<file path="config.mk">
export PLATFORM = sky130hd
export DESIGN_NAME = byte_serial_add_ctrl
export DESIGN_NICKNAME = d
export VERILOG_FILES = /design/src/rtl/add_ctrl_pkg.sv /design/src/rtl/simple_8bit_adder.sv /design/src/rtl/byte_serial_add_ctrl.sv
export SDC_FILE = /design/constraint.sdc
export NUM_CORES = 1
export LEC_CHECK = 0
export BUFFER_PORTS_ARGS = -buffer_cell sky130_fd_sc_hd__buf_4
export CORE_ASPECT_RATIO = 0.75
export CORE_MARGIN = 8
export CORE_UTILIZATION = 51
export DETAILED_ROUTE_END_ITERATION = 12
export GPL_TIMING_DRIVEN = 0
export PLACE_DENSITY_LB_ADDON = 0.25
export SLEW_MARGIN = 10
export SYNTH_ARGS = -nofsm -noshare
export SYNTH_HDL_FRONTEND = slang
export SYNTH_SLANG_ARGS = --single-unit
</file>
<file path="constraint.sdc">
create_clock -name clk -period 12.35 [get_ports clk]
set_clock_uncertainty 0.15 [all_clocks]
set_input_delay 0.6175 -clock clk [delete_from_list [all_inputs] [get_ports clk]]
set_output_delay 0.6175 -clock clk [all_outputs]
set_load 0.1 [all_outputs]
</file>
<file path="src/rtl/add_ctrl_pkg.sv">
// Shared definitions for the byte-serial add/subtract controller.
package add_ctrl_pkg;

  localparam int BYTE_W = 8;

  typedef enum logic [1:0] {
    IDLE = 2'd0,
    RUN  = 2'd1,
    DONE = 2'd2
  } state_t;

  // Two's-complement overflow: operands agree in sign, sum does not.
  function automatic logic signed_ovf(input logic a_msb,
                                      input logic b_msb,
                                      input logic s_msb);
    return (a_msb == b_msb) && (s_msb != a_msb);
  endfunction

endpackage

</file>
<file path="src/rtl/simple_8bit_adder.sv">
// Combinational 8-bit ripple adder slice shared by all byte positions.
module simple_8bit_adder
  import add_ctrl_pkg::*;
(
  input  logic [BYTE_W-1:0] a,
  input  logic [BYTE_W-1:0] b,
  input  logic              cin,
  output logic [BYTE_W-1:0] sum,
  output logic              cout
);

  logic [BYTE_W:0] c;

  // Bit-level ripple: each stage consumes the carry of the stage below.
  always_comb begin
    c[0] = cin;
    sum  = '0;
    for (int i = 0; i < BYTE_W; i++) begin
      sum[i]   = a[i] ^ b[i] ^ c[i];
      c[i + 1] = (a[i] & b[i]) | (a[i] & c[i]) | (b[i] & c[i]);
    end
    cout = c[BYTE_W];
  end

endmodule

</file>
<file path="src/rtl/byte_serial_add_ctrl.sv">
// Byte-serial W-bit add/subtract: one shared 8-bit adder walks the operands
// LSB byte first, carrying between slices in a register.
//
// state | meaning
// IDLE  | ready for a request; operands latched on in_valid
// RUN   | one byte slice per cycle, LSB first, NBYTES cycles
// DONE  | result/cout/ovf presented until the consumer takes it
module byte_serial_add_ctrl
  import add_ctrl_pkg::*;
#(
  parameter int NBYTES = 4
) (
  input  logic                     clk,
  input  logic                     rst_n,
  input  logic                     in_valid,
  output logic                     in_ready,
  input  logic [BYTE_W*NBYTES-1:0] op_a,
  input  logic [BYTE_W*NBYTES-1:0] op_b,
  input  logic                     cin,
  input  logic                     sub,
  output logic                     out_valid,
  input  logic                     out_ready,
  output logic [BYTE_W*NBYTES-1:0] result,
  output logic                     cout,
  output logic                     ovf,
  output logic                     busy
);

  localparam int W  = BYTE_W * NBYTES;
  localparam int IW = $clog2(NBYTES) + 1;
  localparam logic [IW-1:0] LAST_IDX = IW'(NBYTES - 1);

  state_t          state;
  state_t          state_nxt;
  logic [W-1:0]    a_reg;
  logic [W-1:0]    b_reg;
  logic            carry;
  logic [IW-1:0]   idx;
  logic [BYTE_W-1:0] add_sum;
  logic            add_cout;
  logic            accept;
  logic            last_byte;
  logic [W+BYTE_W-1:0] res_cat;

  assign in_ready  = (state == IDLE);
  assign out_valid = (state == DONE);
  assign busy      = (state != IDLE);
  assign accept    = in_valid && in_ready;
  assign last_byte = (state == RUN) && (idx == LAST_IDX);

  // New slice enters from the MSB side so byte 0 ends up at the bottom.
  assign res_cat = {add_sum, result};

  simple_8bit_adder u_adder (
    .a    (a_reg[BYTE_W-1:0]),
    .b    (b_reg[BYTE_W-1:0]),
    .cin  (carry),
    .sum  (add_sum),
    .cout (add_cout)
  );

  // State register.
  always_ff @(posedge clk or negedge rst_n) begin
    if (!rst_n) begin
      state <= IDLE;
    end else begin
      state <= state_nxt;
    end
  end

  // Next-state: requests only taken in IDLE, results held until handoff.
  always_comb begin
    state_nxt = state;
    case (state)
      IDLE: if (in_valid)  state_nxt = RUN;
      RUN:  if (last_byte) state_nxt = DONE;
      DONE: if (out_ready) state_nxt = IDLE;
      default:             state_nxt = IDLE;
    endcase
  end

  // Operand latch, byte shifting, carry chaining and final flag capture.
  always_ff @(posedge clk or negedge rst_n) begin
    if (!rst_n) begin
      a_reg  <= '0;
      b_reg  <= '0;
      carry  <= 1'b0;
      idx    <= '0;
      result <= '0;
      cout   <= 1'b0;
      ovf    <= 1'b0;
    end else if (accept) begin
      // Subtract as A + ~B + ~borrow_in.
      a_reg <= op_a;
      b_reg <= sub ? ~op_b : op_b;
      carry <= cin ^ sub;
      idx   <= '0;
    end else if (state == RUN) begin
      a_reg  <= a_reg >> BYTE_W;
      b_reg  <= b_reg >> BYTE_W;
      result <= res_cat[W+BYTE_W-1:BYTE_W];
      carry  <= add_cout;
      idx    <= idx + 1'b1;
      if (last_byte) begin
        cout <= add_cout;
        ovf  <= signed_ovf(a_reg[BYTE_W-1], b_reg[BYTE_W-1], add_sum[BYTE_W-1]);
      end
    end
  end

endmodule

</file>
* Yosys cells after proc, flatten, opt, wreduce, memory -nomap -nowiden
Cells that the tools add are included.
** Cells by class
- Add/subtract/negate cells :: 1
- Equal/unequal tests :: 8
- Mux-type cells :: 13
- Bitwise gates (word level) :: 59
- Reduce and logical (&&, ||, !) cells :: 9
** Operator list (number)
- two-way mux 32 bit :: 5
- inverter 32 bit :: 1
- AND 1 bit :: 24
- XOR 1 bit :: 17
- bitwise OR 1 bit :: 16
- two-way mux 2 bit :: 3
- two-way mux 3 bit :: 2
- case mux 2 bit (3 select lines) :: 1
- AND reduction 3 bit :: 2
- inequality test 2 bit, second input constant :: 2
- nonzero test 2 bit :: 2
- adder 3 x 1 -> 3 bit, second input constant :: 1
- == test 3 x 2 -> 1 bit, second input constant :: 1
- logical AND 1 bit :: 3
- == test 2 x 1 -> 1 bit, second input constant :: 1
- == test 2 bit, second input constant :: 1
- logical NOT 2 bit :: 1
- two-way mux 1 bit :: 2
- inequality test 2 x 1 -> 1 bit, second input constant :: 1
- AND reduction 2 bit :: 1
- == test 1 bit :: 1
- inequality test 1 bit :: 1
- inverter 1 bit :: 1
** Word-level totals
- Register bits after elaboration :: 104
- Bits of input ports :: 70
- Output and inout port bits :: 37
- Logic and storage cells :: 98

* Longest topological paths before layout
- Word-level depth :: 26
- Gate-level depth with buffers :: 14
- Gate-level depth less buffers :: 14

* By module
From an unflattened synthesis, not the netlist that was laid out.
** Second synthesis, totals
- Cell total of the unflattened synthesis :: 481
- Area, all modules :: 4679.5 µm²
** By module, submodules not included
- byte_serial_add_ctrl :: instances 1, cells an instance 463, area each 4481.8 µm², sequential area each 2602.5 µm²
- simple_8bit_adder :: instances 1, cells an instance 18, area each 197.7 µm², sequential area each 0.0 µm²

* Worst setup path before layout
No wires, ideal clock.
- Path type :: flip-flop to flip-flop
- From :: register a_reg[0]
- To :: register ovf
- Library setup time :: 0.095 ns
- Arrival :: 3.673 ns
- Required time :: 12.105 ns
- Slack :: 8.432 ns
- Cell stages (with the launch flop) :: 14
- Path buffers :: 0
- Period minus slack after synthesis :: 3.918 ns
- Cell sequence :: dfrtp_1 -> inv_1 -> fa_1 -> inv_1 -> fa_1 -> fa_1 -> fa_1 -> fa_1 -> fa_1 -> fa_1 -> inv_1 -> fa_1 -> xor2_1 -> o31ai_1
** Between the ends
- Word-level cells in the longest chain between the ends :: 24
- Elaborated cells between the ends (all ways) :: 31
- Classes of those cells :: eq/ne: 1; bitwise: 29; reduce/logical: 1
** Ends and longest elaborated chain
- from (decl) :: line byte_serial_add_ctrl.sv:35 : logic [W-1:0] a_reg;
- from (signal assigned) :: line byte_serial_add_ctrl.sv:94 : a_reg <= op_a;
- from (signal assigned) :: line byte_serial_add_ctrl.sv:99 : a_reg <= a_reg >> BYTE_W;
- AND 1 bit :: line simple_8bit_adder.sv:20 : c[i + 1] = (a[i] & b[i]) | (a[i] & c[i]) | (b[i] & c[i]);
- bitwise OR 1 bit (*) (2 in a row) :: line simple_8bit_adder.sv:20
- AND 1 bit :: line simple_8bit_adder.sv:20
- bitwise OR 1 bit :: line simple_8bit_adder.sv:20
- bitwise OR 1 bit (*) :: line simple_8bit_adder.sv:20
- AND 1 bit :: line simple_8bit_adder.sv:20
- bitwise OR 1 bit :: line simple_8bit_adder.sv:20
- bitwise OR 1 bit (*) :: line simple_8bit_adder.sv:20
- [... 7 more ...]
- bitwise OR 1 bit :: line simple_8bit_adder.sv:20
- bitwise OR 1 bit (*) :: line simple_8bit_adder.sv:20
- AND 1 bit :: line simple_8bit_adder.sv:20
- bitwise OR 1 bit :: line simple_8bit_adder.sv:20
- bitwise OR 1 bit (*) :: line simple_8bit_adder.sv:20
- XOR 1 bit (*) :: line simple_8bit_adder.sv:19 : sum[i] = a[i] ^ b[i] ^ c[i];
- inequality test 1 bit (*) :: line add_ctrl_pkg.sv:16 : return (a_msb == b_msb) && (s_msb != a_msb);
- logical AND 1 bit (*) :: line add_ctrl_pkg.sv:16
- to (signal assigned) :: line byte_serial_add_ctrl.sv:106 : ovf <= signed_ovf(a_reg[BYTE_W-1], b_reg[BYTE_W-1], add_sum[BYTE_W-1]);
- to (decl) :: line byte_serial_add_ctrl.sv:25 : output logic ovf,
Every way passes the cells marked *; elsewhere a longest branch is shown, timed or not.
A chain may end at the register's enable or synchronous reset.

* Final worst setup path
- From :: register b_reg[0]
- To :: register ovf
** Between the ends
- Word-level cells in the longest chain between the ends :: 24
- Elaborated cells between the ends (all ways) :: 31
- Classes of those cells :: eq/ne: 1; bitwise: 29; reduce/logical: 1
** Ends and longest elaborated chain
- from (decl) :: line byte_serial_add_ctrl.sv:36 : logic [W-1:0] b_reg;
- from (signal assigned) :: line byte_serial_add_ctrl.sv:95 : b_reg <= sub ? ~op_b : op_b;
- from (signal assigned) :: line byte_serial_add_ctrl.sv:100 : b_reg <= b_reg >> BYTE_W;
- AND 1 bit :: line simple_8bit_adder.sv:20
- bitwise OR 1 bit :: line simple_8bit_adder.sv:20
- bitwise OR 1 bit (*) :: line simple_8bit_adder.sv:20
- AND 1 bit :: line simple_8bit_adder.sv:20
- bitwise OR 1 bit :: line simple_8bit_adder.sv:20
- bitwise OR 1 bit (*) :: line simple_8bit_adder.sv:20
- AND 1 bit :: line simple_8bit_adder.sv:20
- bitwise OR 1 bit :: line simple_8bit_adder.sv:20
- [... 8 more ...]
- bitwise OR 1 bit :: line simple_8bit_adder.sv:20
- bitwise OR 1 bit (*) :: line simple_8bit_adder.sv:20
- AND 1 bit :: line simple_8bit_adder.sv:20
- bitwise OR 1 bit :: line simple_8bit_adder.sv:20
- bitwise OR 1 bit (*) :: line simple_8bit_adder.sv:20
- XOR 1 bit (*) :: line simple_8bit_adder.sv:19
- inequality test 1 bit (*) :: line add_ctrl_pkg.sv:16
- logical AND 1 bit (*) :: line add_ctrl_pkg.sv:16
Marked as above.

==> reports/metrics.cfg <==
[drt]
drc_errors = 0
vias_per_cell = 5.43
drtIter0Drc = 296
vias = 3880
dr.pass1.iters = 5
ant_nets = 0
wire_per_inst_um = 16.6
finalWirelength_mm = 11.9

[critical_path]
crit_path_start = b_reg[0]
crit_required_ns = 12.44
crit_path_end_kind = flip-flop
timing.rr.end = ovf
worstPathMaxFanout = 2
reg2regPathDepth = 13
arrival_ns = 4.33
rrSetupSlack_ns = 8.11
crit_path_start_kind = flip-flop
rr_startpoint = b_reg[0]
worstSetupPathType = reg -> reg

[clock_tree]
cts_buffers = 9
cts_resized = 0
cts_tree = yes
clockBufferDepth = 2
htree_levels = 3
cts_setup_buffers = 0
clk_latency_ns = 0.34
hold_buffers = 0
cts_root_buffer = clkbuf_16
clkSinkCount = 104
path_clk_slew_ns = 0.07

[min_path]
hp-start = out_ready
hp-class = in -> reg
hold_path_depth = 2
holdPathEnd = state[1]

[yosys]
yosysTopAreaCell = dfrtp_1
avgSynthCellArea_um2 = 9.79
synth-seq-cells = 104
synth_nets = 563
yosysTopAreaCellShare_pct = 55.2
synth_area_leaders = dfrtp_1, nand2_1, xnor2_1
yosysWarnings = 0
synth_area_um2 = 4720
synth.distinct_cells = 27
ys_seq_area_share_pct = 55.2
synthCells = 482

[timing]
finalSetupViolCount = 0
fin_crit_ns = 4.24
hold_viol = 0
tns_ns = 0
finalCritPeriodShare_pct = 34.3
max-slew-margin-rel_pct = 63.9
fmax_mhz = 236
rsz0062_at_grt = no
tightest_slew_ns = 0.541
worst_slack_ns = 8.11
maxSlewViolCount = 0

[die]
die_w_um = 127
dieArea_um2 = 12600
start_util_pct = 52.4
pin_count = 107
die_y_um = 99.3
fp-row-count = 30
core_um2 = 9010

[place]
pre_cts_ws_ns = 8.20
gp_congestion = 0.816
port_buffers = 105
hpwl_mm = 8.62

[power_and_ir_drop]
vdd_drop_max_uv = 220
powerDensity_nw_per_um2 = 314
p_leak_nw = 3.03

[job]
drv_cap = 0

[status]
run_status = completed

[final_layout]
final_util_pct = 66.2
final_layout_size_suffix_gt1_share_pct = 23.2
area_delta_synth_final_pct = 26.3
num_antenna_cells = 0
final_nets = 681

[global_route]
grt_pass1_wl_mm = 19.9
grt_max_degree = 105
grt_antenna_before_repair = 0
overflow = 0
track_usage_pct = 19.6
grt_pass1_vias = 4093

## cells in the final DEF (no fill, tap or decap), types with 5 or more instances in the layout
cell type,count
clkbuf_1,22
o21ai_0,11
buf_6,5
a221o_1,19
clkbuf_16,9
xnor2_1,28
inv_1,10
dfrtp_1,104
a22oi_1,24
buf_2,9
nand2_1,171
fa_1,8
xor2_1,6
buf_4,104
nand3_1,18
o21ai_2,5
a31oi_1,5
nor2_1,24
## synthesized netlist by cell type (all sizes together)
master  number
a221o       19
ha           3
o21ai       16
nand2      171
nand2b       2
xor2         6
or3b         1
xnor2       28
inv         10
nor3b        1
buf         14
nor2        24
nor2b        1
a22oi       24
a31oi        5
or2          1
o21bai       1
clkbuf      21
dfrtp      104
fa           8
nand3b       2
o211ai       1
o31ai        1
nand3       18
## cell families after synthesis
family          after synthesis  synth area share [%]
simple gates                221                  18.7
flops                       104                  55.2
compound gates               67                  11.2
buf+inv                      45                  4.46
xor+xnor                     34                  6.31
fa+ha+maj                    11                  4.19
## worst max-delay path: stages (launching register included)
cell and delay, ns:
dfrtp_1 0.39, inv_1 0.08, fa_1 0.21, inv_1 0.06, fa_1 0.37, fa_1 0.38
fa_1 0.39, fa_1 0.40, fa_1 0.39, fa_1 0.37, inv_1 0.07, fa_1 0.45
xor2_1 0.18, o31ai_1 0.23
## worst max-delay path by stage
stage / end / slack [ns] / cells after the start
after floorplan: ovf / 8.43 / 13
after global placement: ovf / 8.20 / 13
after detailed placement: ovf / 8.20 / 13
after CTS: ovf / 8.10 / 13
after global routing: ovf / 7.89 / 13
final: ovf / 8.11 / 13
## final cells by class
| class | instances | area [um2] |
|---|---|---|
| buffer | 35 | 173 |
| clock buffer | 12 | 256 |
| clock inverter | 2 | 16.3 |
| fill | 733 | 3050 |
| inverter | 10 | 37.5 |
| multi-input combinational | 333 | 1910 |
| sequential | 104 | 2600 |
| tap | 112 | 140 |
| timing repair buffer | 107 | 830 |
## power by group
group          leakage [nW]  switching (mW)  internal, mW  total [mW]
Combinational          1.57           0.745         0.272        1.02
Clock                 0.131           0.119         0.146       0.265
Sequential             1.33          0.0998         0.487       0.587
## per-stage QoR
stage / instances / instance area, um2 / hold WS [ns] / power, mW
2_1_floorplan: 482 / 4720 / 0.172 / 1.34
3_3_place_gp: 699 / 5650 / 0.309 / 1.58
3_5_place_dp: 699 / 5650 / 0.314 / 1.60
4_1_cts: 713 / 5920 / 0.307 / 1.87
5_1_grt: 715 / 5960 / 0.306 / 1.99
6_report: 715 / 5960 / 0.306 / 1.87
## metal layers
metal	vias to the layer above	wire length (um)	GRT usage, %
met5	-	0	0
met4	0	140	5.56
met3	15	639	4.81
met2	107	5710	31.6
met1	1946	5400	25.9
li1	1812	-	-
No activity file was read; power rests on OpenSTA's default activity.
